===== src/rtl/spi_master_lite.sv =====
// Mode-0 SPI master that transfers one 1..16-bit frame per request (req_len 0 means 16 bits).
// Defining SPI_MASTER_LOOPBACK_EN makes the receiver sample the internal mosi instead of the miso port.
module spi_master_lite #(
   parameter int unsigned DIV = 2
) (
   input  logic        clk,
   input  logic        rst_n,
   input  logic        req_valid,
   output logic        req_ready,
   input  logic [3:0]  req_len,
   input  logic [15:0] req_data,
   output logic        rsp_valid,
   output logic [15:0] rsp_data,
   output logic        sck,
   output logic        ss,
   output logic        mosi,
   input  logic        miso
);

   if (DIV < 1 || DIV > 255) begin : g_div_check
      $error("spi_master_lite: DIV must be in 1..255");
   end

   typedef enum logic [2:0] {IDLE, SETUP, HIGH, LOW, DONE} state_t;

   state_t      state, state_nxt;
   logic [7:0]  cnt;
   logic [4:0]  bit_cnt;
   logic [4:0]  bit_total;
   logic [15:0] tx;
   logic [15:0] rx;
   logic        armed;
   logic        accept;
   logic        cnt_end;
   logic        last_bit;
   logic        sample;

   assign accept   = req_valid && req_ready;
   assign cnt_end  = (cnt == 8'(DIV - 1));
   assign last_bit = (bit_cnt == bit_total);

`ifdef SPI_MASTER_LOOPBACK_EN
   logic unused_miso;
   assign unused_miso = miso;
   assign sample      = mosi;
`else
   assign sample      = miso;
`endif

   always_ff @(posedge clk or negedge rst_n) begin
      if (!rst_n) state <= IDLE;
      else        state <= state_nxt;
   end

   always_comb begin
      state_nxt = state;
      case (state)
         IDLE:    if (accept)  state_nxt = SETUP;
         SETUP:   if (cnt_end) state_nxt = HIGH;
         HIGH:    if (cnt_end) state_nxt = LOW;
         LOW:     if (cnt_end) state_nxt = last_bit ? DONE : HIGH;
         DONE:    state_nxt = IDLE;
         default: state_nxt = IDLE;
      endcase
   end

   always_comb begin
      req_ready = 1'b0;
      rsp_valid = 1'b0;
      sck       = 1'b0;
      ss        = 1'b1;
      mosi      = 1'b1;
      case (state)
         IDLE:       req_ready = armed;
         SETUP, LOW: begin
            ss   = 1'b0;
            mosi = tx[15];
         end
         HIGH: begin
            ss   = 1'b0;
            sck  = 1'b1;
            mosi = tx[15];
         end
         DONE:       rsp_valid = 1'b1;
         default:    ;
      endcase
   end

   // armed holds req_ready low until the first edge after reset release.
   always_ff @(posedge clk or negedge rst_n) begin
      if (!rst_n) begin
         armed     <= 1'b0;
         cnt       <= '0;
         bit_cnt   <= '0;
         bit_total <= '0;
         tx        <= '0;
         rx        <= '0;
         rsp_data  <= '0;
      end else begin
         armed <= 1'b1;
         if (state_nxt != state || state == IDLE || state == DONE) cnt <= '0;
         else                                                      cnt <= cnt + 8'd1;

         if (state == IDLE && accept) begin
            tx        <= req_data;
            rx        <= '0;
            bit_cnt   <= '0;
            bit_total <= (req_len == 4'd0) ? 5'd16 : {1'b0, req_len};
         end else if (state == HIGH && cnt_end) begin
            tx      <= {tx[14:0], 1'b0};
            rx      <= {rx[14:0], sample};
            bit_cnt <= bit_cnt + 5'd1;
         end

         if (state == LOW && cnt_end && last_bit) rsp_data <= rx;
      end
   end

endmodule


===== config.mk =====
export PLATFORM = sky130hd
export DESIGN_NAME = spi_master_lite
export DESIGN_NICKNAME = d
export VERILOG_FILES = /design/src/rtl/spi_master_lite.sv
export SDC_FILE = /design/constraint.sdc
export NUM_CORES = 1
export LEC_CHECK = 0
export BUFFER_PORTS_ARGS = -buffer_cell sky130_fd_sc_hd__buf_2
export CAP_MARGIN = 10
export CELL_PAD_IN_SITES_DETAIL_PLACEMENT = 2
export CELL_PAD_IN_SITES_GLOBAL_PLACEMENT = 2
export CORE_UTILIZATION = 33
export DETAILED_ROUTE_END_ITERATION = 10
export GPL_TIMING_DRIVEN = 0
export PLACE_DENSITY = 0.82
export SETUP_SLACK_MARGIN = 0.5
export SYNTH_ARGS = -nofsm -noshare
export SYNTH_HDL_FRONTEND = slang
export SYNTH_SLANG_ARGS = --single-unit

===== constraint.sdc =====
create_clock -name clk -period 2 [get_ports clk]
set_input_delay 0.5 -clock clk [delete_from_list [all_inputs] [get_ports clk]]
set_output_delay 0.5 -clock clk [all_outputs]
set_load 0.02 [all_outputs]

== Word level (Yosys, flattened, before mapping) ==
Cells that the tools add are included.

* Flip-flop bits (word level): 70
* Input bits: 24
* Output and inout bits: 21
* Logic and storage cells: 47

* $add $sub $neg: 2
* Eq/ne operators: 7
* Muxes and demuxes: 19
* Reduce and logical (&&, ||, !) cells: 11

{| class="wikitable"
|+ Operators by type and width
! kind !! count
|-
| 16-bit 2-to-1 mux || 4
|-
| 3-bit 2-to-1 mux || 5
|-
| 5-bit 2-to-1 mux || 3
|-
| 3-bit one-hot mux with 4 select lines || 1
|-
| 8-bit by 1-bit adder with 8-bit output (second input constant) || 1
|-
| 8-bit by 1-bit == test with 1-bit output (second input constant) || 1
|-
| 8-bit 2-to-1 mux || 1
|-
| 3-bit by 2-bit == test with 1-bit output (second input constant) || 2
|-
| 5-bit by 1-bit adder with 5-bit output (second input constant) || 1
|-
| 5-bit == test || 1
|-
| 1-bit logical AND || 5
|-
| 1-bit 2-to-1 mux || 5
|-
| 4-bit zero test || 1
|-
| 3-bit by 1-bit == test with 1-bit output (second input constant) || 1
|-
| 3-bit == test (second input constant) || 1
|-
| 3-bit zero test || 1
|-
| 3-bit inequality test || 1
|-
| 3-bit OR reduction || 1
|-
| 1-bit logical OR || 2
|-
| 2-bit nonzero test || 1
|}

== Logic depth before layout (Yosys ltp) ==
* Depth in word-level cells: 9
* Mapped depth: 8
* Gate-level depth less buffers: 6

== Least setup slack after synthesis ==
No wires, ideal clock.

* Kind: register to register
* Start point: register state[0]
* End point: register tx[10]
* Setup time: 66 ps
* Arrival time: 2,288 ps
* Data required time: 1,934 ps
* Slack: -354 ps
* Stages on the path, launching flop included: 8
* Path buffers: 3
* Period minus slack after synthesis: 2,354 ps
* Cell sequence: dfrtp_1 > clkbuf_1 > nor4b_1 > and2_1 > clkbuf_1 > clkbuf_1 > a22oi_1 > nand2_1

* Cells in the longest elaborated chain, start to end: 5
* Elaborated cells on any way between the ends: 8
* Those cells by class: eq/ne: 1; mux: 2; reduce/logical: 5

{| class="wikitable"
|+ RTL lines
! element !! line !! text
|-
| start, declared || 26 || <nowiki>state_t state, state_nxt;</nowiki>
|-
| start signal, assigned || 52 || <nowiki>else state <= state_nxt;</nowiki>
|-
| 3-bit zero test * || 73 || <nowiki>case (state)</nowiki>
|-
| 1-bit 2-to-1 mux * || 73 ||
|-
| via req_ready || 9 || <nowiki>output logic req_ready,</nowiki>
|-
| 1-bit logical AND * || 38 || <nowiki>assign accept = req_valid && req_ready;</nowiki>
|-
| 1-bit logical AND * || 104 || <nowiki>if (state == IDLE && accept) begin</nowiki>
|-
| 16-bit 2-to-1 mux / 2-bit nonzero test (equally long branches) || n/a ||
|-
| end signal, assigned || 105 || <nowiki>tx <= req_data;</nowiki>
|-
| end signal, assigned || 110 || <nowiki>tx <= {tx[14:0], 1'b0};</nowiki>
|-
| end, declared || 30 || <nowiki>logic [15:0] tx;</nowiki>
|}

Mark *: on every way through the listed nets, which the timed path passes. The rest lies on a longest branch.
A chain may end at the register's enable or synchronous reset.

== Final worst setup path ==
* Start point: register bit_cnt[3]
* End point: register rsp_data[8]

* Cells in the longest elaborated chain, start to end: 2

{| class="wikitable"
|+ RTL lines
! element !! line !! text
|-
| start, declared || 28 || <nowiki>logic [4:0] bit_cnt;</nowiki>
|-
| start signal, assigned || 112 || <nowiki>bit_cnt <= bit_cnt + 5'd1;</nowiki>
|-
| 5-bit == test || 40 || <nowiki>assign last_bit = (bit_cnt == bit_total);</nowiki>
|-
| 1-bit logical AND || 115 || <nowiki>if (state == LOW && cnt_end && last_bit) rsp_data <= rx;</nowiki>
|-
| end signal, assigned || 115 ||
|-
| end, declared || 13 || <nowiki>output logic [15:0] rsp_data,</nowiki>
|}

Every way passes these cells.

==> reports/metrics.csv <==
metric,value,unit
status,"complete, but fails checks",
failing checks,"DRC, setup timing",
DR WL/cell,27.0,µm
Final Cycle Share,108,%
Max Cap Violations,0,
clock skew,0.0154,ns
YS warnings,0,
sequential fraction of the synthesis area,57.6,%
FF-to-FF setup slack,-0.16,ns
crit path kind,flip-flop to flip-flop,
number of fill cells in the layout,807,
Core Footprint,8810,µm²
critical path startpoint category,flip-flop,
CP Launch Point,bit_cnt[3],
CP Data Required Time,2.23,ns
nets,413,
first-pass GRT wire length,18100,µm
Final WS setup,-0.157,ns
crit path DAT,2.39,ns
crit-path cells,xnor2_1 -> nand2_1 -> or4_4 -> buf_8 -> buf_12 -> mux2_4,
mapped cell area,3040,µm²
clock latency on the worst-skew pair,0.36,ns
Post-Layout Inst Area,5100,µm²
"Max stage delay cell, worst path",or4_4,
power density cells,1470,nW/µm²
largest net degree at the start of global routing,50,
Via density,5.44,
area added between synthesis and finish,67.7,%
Critical R2R Capture,rsp_data[8],
Initial Utilization,34.6,%
worst hold slack,0.0335,ns
All-Layer GR Usage,25.2,%
synthesized instance count,287,
Syn Nets,314,
GPL Wtd Cong,0.798,
Antenna Nets Post-Route,0,
CTS tree,yes,
final hold vios,0,
CTS buffer count,9,
RSZ-0062 raised after global routing,yes,
diode count,0,
initial drt markers,90,
worst reg2reg startpoint,bit_cnt[3],
leakage,2.61,nW
clk buf depth,2,
f_max,464,MHz
Worst-path clk slew,0.08,ns
Placed Area,3700,µm²
Crit. End Element,flip-flop,
drt first pass iters,7,
Pins Over Slew Limit,0,
CTS Hold Bufs,0,
worst hold path type,input pin to asynchronous set/reset pin,
vias in the first global route,3117,
synth unique cells,33,
clock root buffer,clkbuf_8,
total wire length,13400,µm
Port Buf Inserts,44,
worst reg2reg path depth,6,
Die Area,9610,µm²
VDD IR max,0.000631,V
HPWL after DPL,5740,µm
fraction of layout cells with a size suffix above 1,66.4,%
Syn Area/Cell,10.6,µm²
CTS sink cnt,70,
initial antenna violation count,0,
synthesized flop and latch total,70,
Die Height,98.0,µm
minimum clock period,2.16,ns
FP Rows,34,
Setup Viol. Count Final,16,
Crit path buffers/inverters,2,
die width,98.0,µm
CP top delay family,simple AND/OR/NAND/NOR gates,
routed via count,2710,
max incr delay on CP,0.51,ns
DRC viols,4,
Critical Path Fanout Max,5,
depth of the CTS H-tree,3,
GR Overflow Total,0,
num ports,45,
-- worst reg2reg max path: stages, from the launching register on --
cell and delay, ns:
dfrtp_1 0.49, xnor2_1 0.31, nand2_1 0.14, or4_4 0.51
buf_8 0.16, buf_12 0.13, mux2_4 0.30
-- cell type report --
type                    count  area, µm²  area share, %
clock buffers              12        155           3.04
inverters                   2       10.0          0.196
multi-input cells         197       1860           36.4
clock inverters             3       45.0          0.883
flip-flops and latches     70       1750           34.4
well taps                 108        135           2.65
repair buffers             88        777           15.2
plain buffers              18        369           7.23
-- cells in the final DEF (no fill, tap or decap), types with 3 or more instances in the layout --
| cell | instances |
|---|---|
| nand2_2 | 22 |
| clkbuf_16 | 14 |
| xnor2_2 | 3 |
| nand3_1 | 14 |
| nor2_4 | 4 |
| buf_2 | 38 |
| o21ai_2 | 3 |
| nand3_4 | 3 |
| mux2_4 | 10 |
| clkbuf_4 | 3 |
| clkbuf_8 | 14 |
| mux2_2 | 6 |
| buf_4 | 18 |
| buf_6 | 21 |
| nand2_4 | 19 |
| a22oi_2 | 15 |
| xor2_1 | 4 |
| xnor2_1 | 4 |
| buf_8 | 5 |
| nor2_2 | 4 |
| nand3_2 | 24 |
| nand2_1 | 26 |
| nand4_1 | 3 |
| dfrtp_1 | 68 |
-- Yosys cell counts --
library cell | count | area, µm²
inv_1 | 2 | 7.51
mux2_4 | 10 | 150
buf_6 | 1 | 11.3
or4_1 | 2 | 15.0
nor3b_2 | 1 | 12.5
xor2_1 | 5 | 43.8
nor4_4 | 1 | 21.3
a22oi_1 | 15 | 113
nand2_2 | 1 | 6.26
buf_12 | 1 | 20.0
clkbuf_1 | 16 | 60.1
a31oi_1 | 1 | 6.26
a21oi_1 | 2 | 10.0
or2_2 | 1 | 6.26
nor3b_1 | 1 | 7.51
nor4_1 | 2 | 12.5
nor4b_1 | 1 | 8.76
and3_1 | 3 | 18.8
conb_1 | 1 | 3.75
ha_1 | 3 | 37.5
dfrtp_1 | 70 | 1750
or3_1 | 2 | 12.5
a311o_1 | 1 | 10.0
nor2_1 | 9 | 33.8
xnor2_1 | 7 | 61.3
nand2_1 | 68 | 255
mux2_2 | 6 | 67.6
and2_1 | 2 | 12.5
nand4_1 | 3 | 18.8
nand3_1 | 41 | 205
nor3_1 | 2 | 10.0
o21ai_0 | 5 | 25.0
or2b_1 | 1 | 7.51
-- cell families (layout without fill, tap and decap cells) --
| family | Yosys count | count (layout) | share of synthesized area (%) |
|---|---|---|---|
| AOI/OAI and AO/OA | 24 | 24 | 5.39 |
| xor gates and xnor gates | 12 | 12 | 3.45 |
| adders and majority gates | 3 | 3 | 1.23 |
| buffers and inverters | 20 | 123 | 3.25 |
| DFF | 70 | 70 | 57.6 |
| muxes | 16 | 16 | 7.15 |
| other | 1 | 1 | 0.123 |
| and+or+nand+nor | 141 | 141 | 21.8 |
-- worst max path at each step --
stage,slack (ns),to,depth (start not counted)
6_report,-0.16,rsp_data[8],6
5_1_grt,-0.19,rsp_data[8],8
4_1_cts,-0.04,rsp_data[4],6
3_5_place_dp,-0.25,rsp_data[10],6
3_3_place_gp,-0.22,rsp_data[12],6
2_1_floorplan,-0.009,rsp_data[10],8
-- power by group --
| group | internal, mW | switching [mW] |
|---|---|---|
| clock | 0.638 | 0.572 |
| sequential | 1.92 | 0.586 |
| combinational | 1.86 | 1.94 |
| total | 4.42 | 3.10 |
-- registers in the layout, summed over array words and instances, names as in the netlist --
name,cells
armed,1
bit_cnt,5
bit_total,5
cnt,8
rsp_data,16
rx,16
state,3
tx,16
-- per-layer routing --
| layer | vias to the layer above | track usage [%] | part of all wire [%] | routed length (µm) |
|---|---|---|---|---|
| li1 | 1183 | - | - | - |
| met4 | 0 | 10.0 | 2.3 | 314 |
| met2 | 79 | 43.6 | 54 | 7210 |
| met1 | 1423 | 31.6 | 40 | 5410 |
| met3 | 25 | 3.58 | 3.7 | 504 |
| met5 | - | 0 | 0 | 0 |
-- per-stage QoR --
step / instances / TNS [ns] / util [%] / setup WS (ns) / power (mW)
floorplan: 287 / -0.0869 / - / -0.00869 / 3.83
global placement: 439 / -2.44 / 41.7 / -0.216 / 4.33
detailed placement: 440 / -2.80 / 42.1 / -0.252 / 4.49
CTS: 487 / -0.466 / 53.8 / -0.0410 / 6.69
global route: 498 / -2.55 / 57.9 / -0.186 / 7.81
finish: 498 / -2.13 / 57.9 / -0.157 / 7.51
-- timing repair --
item,CTS,global route
gates resized for setup,118,67
cloned,8,4
pin swaps,28,42
buffers inserted,24,7
setup endpoints to repair,73,73
Note: power is estimated with default switching activity, not from simulation.
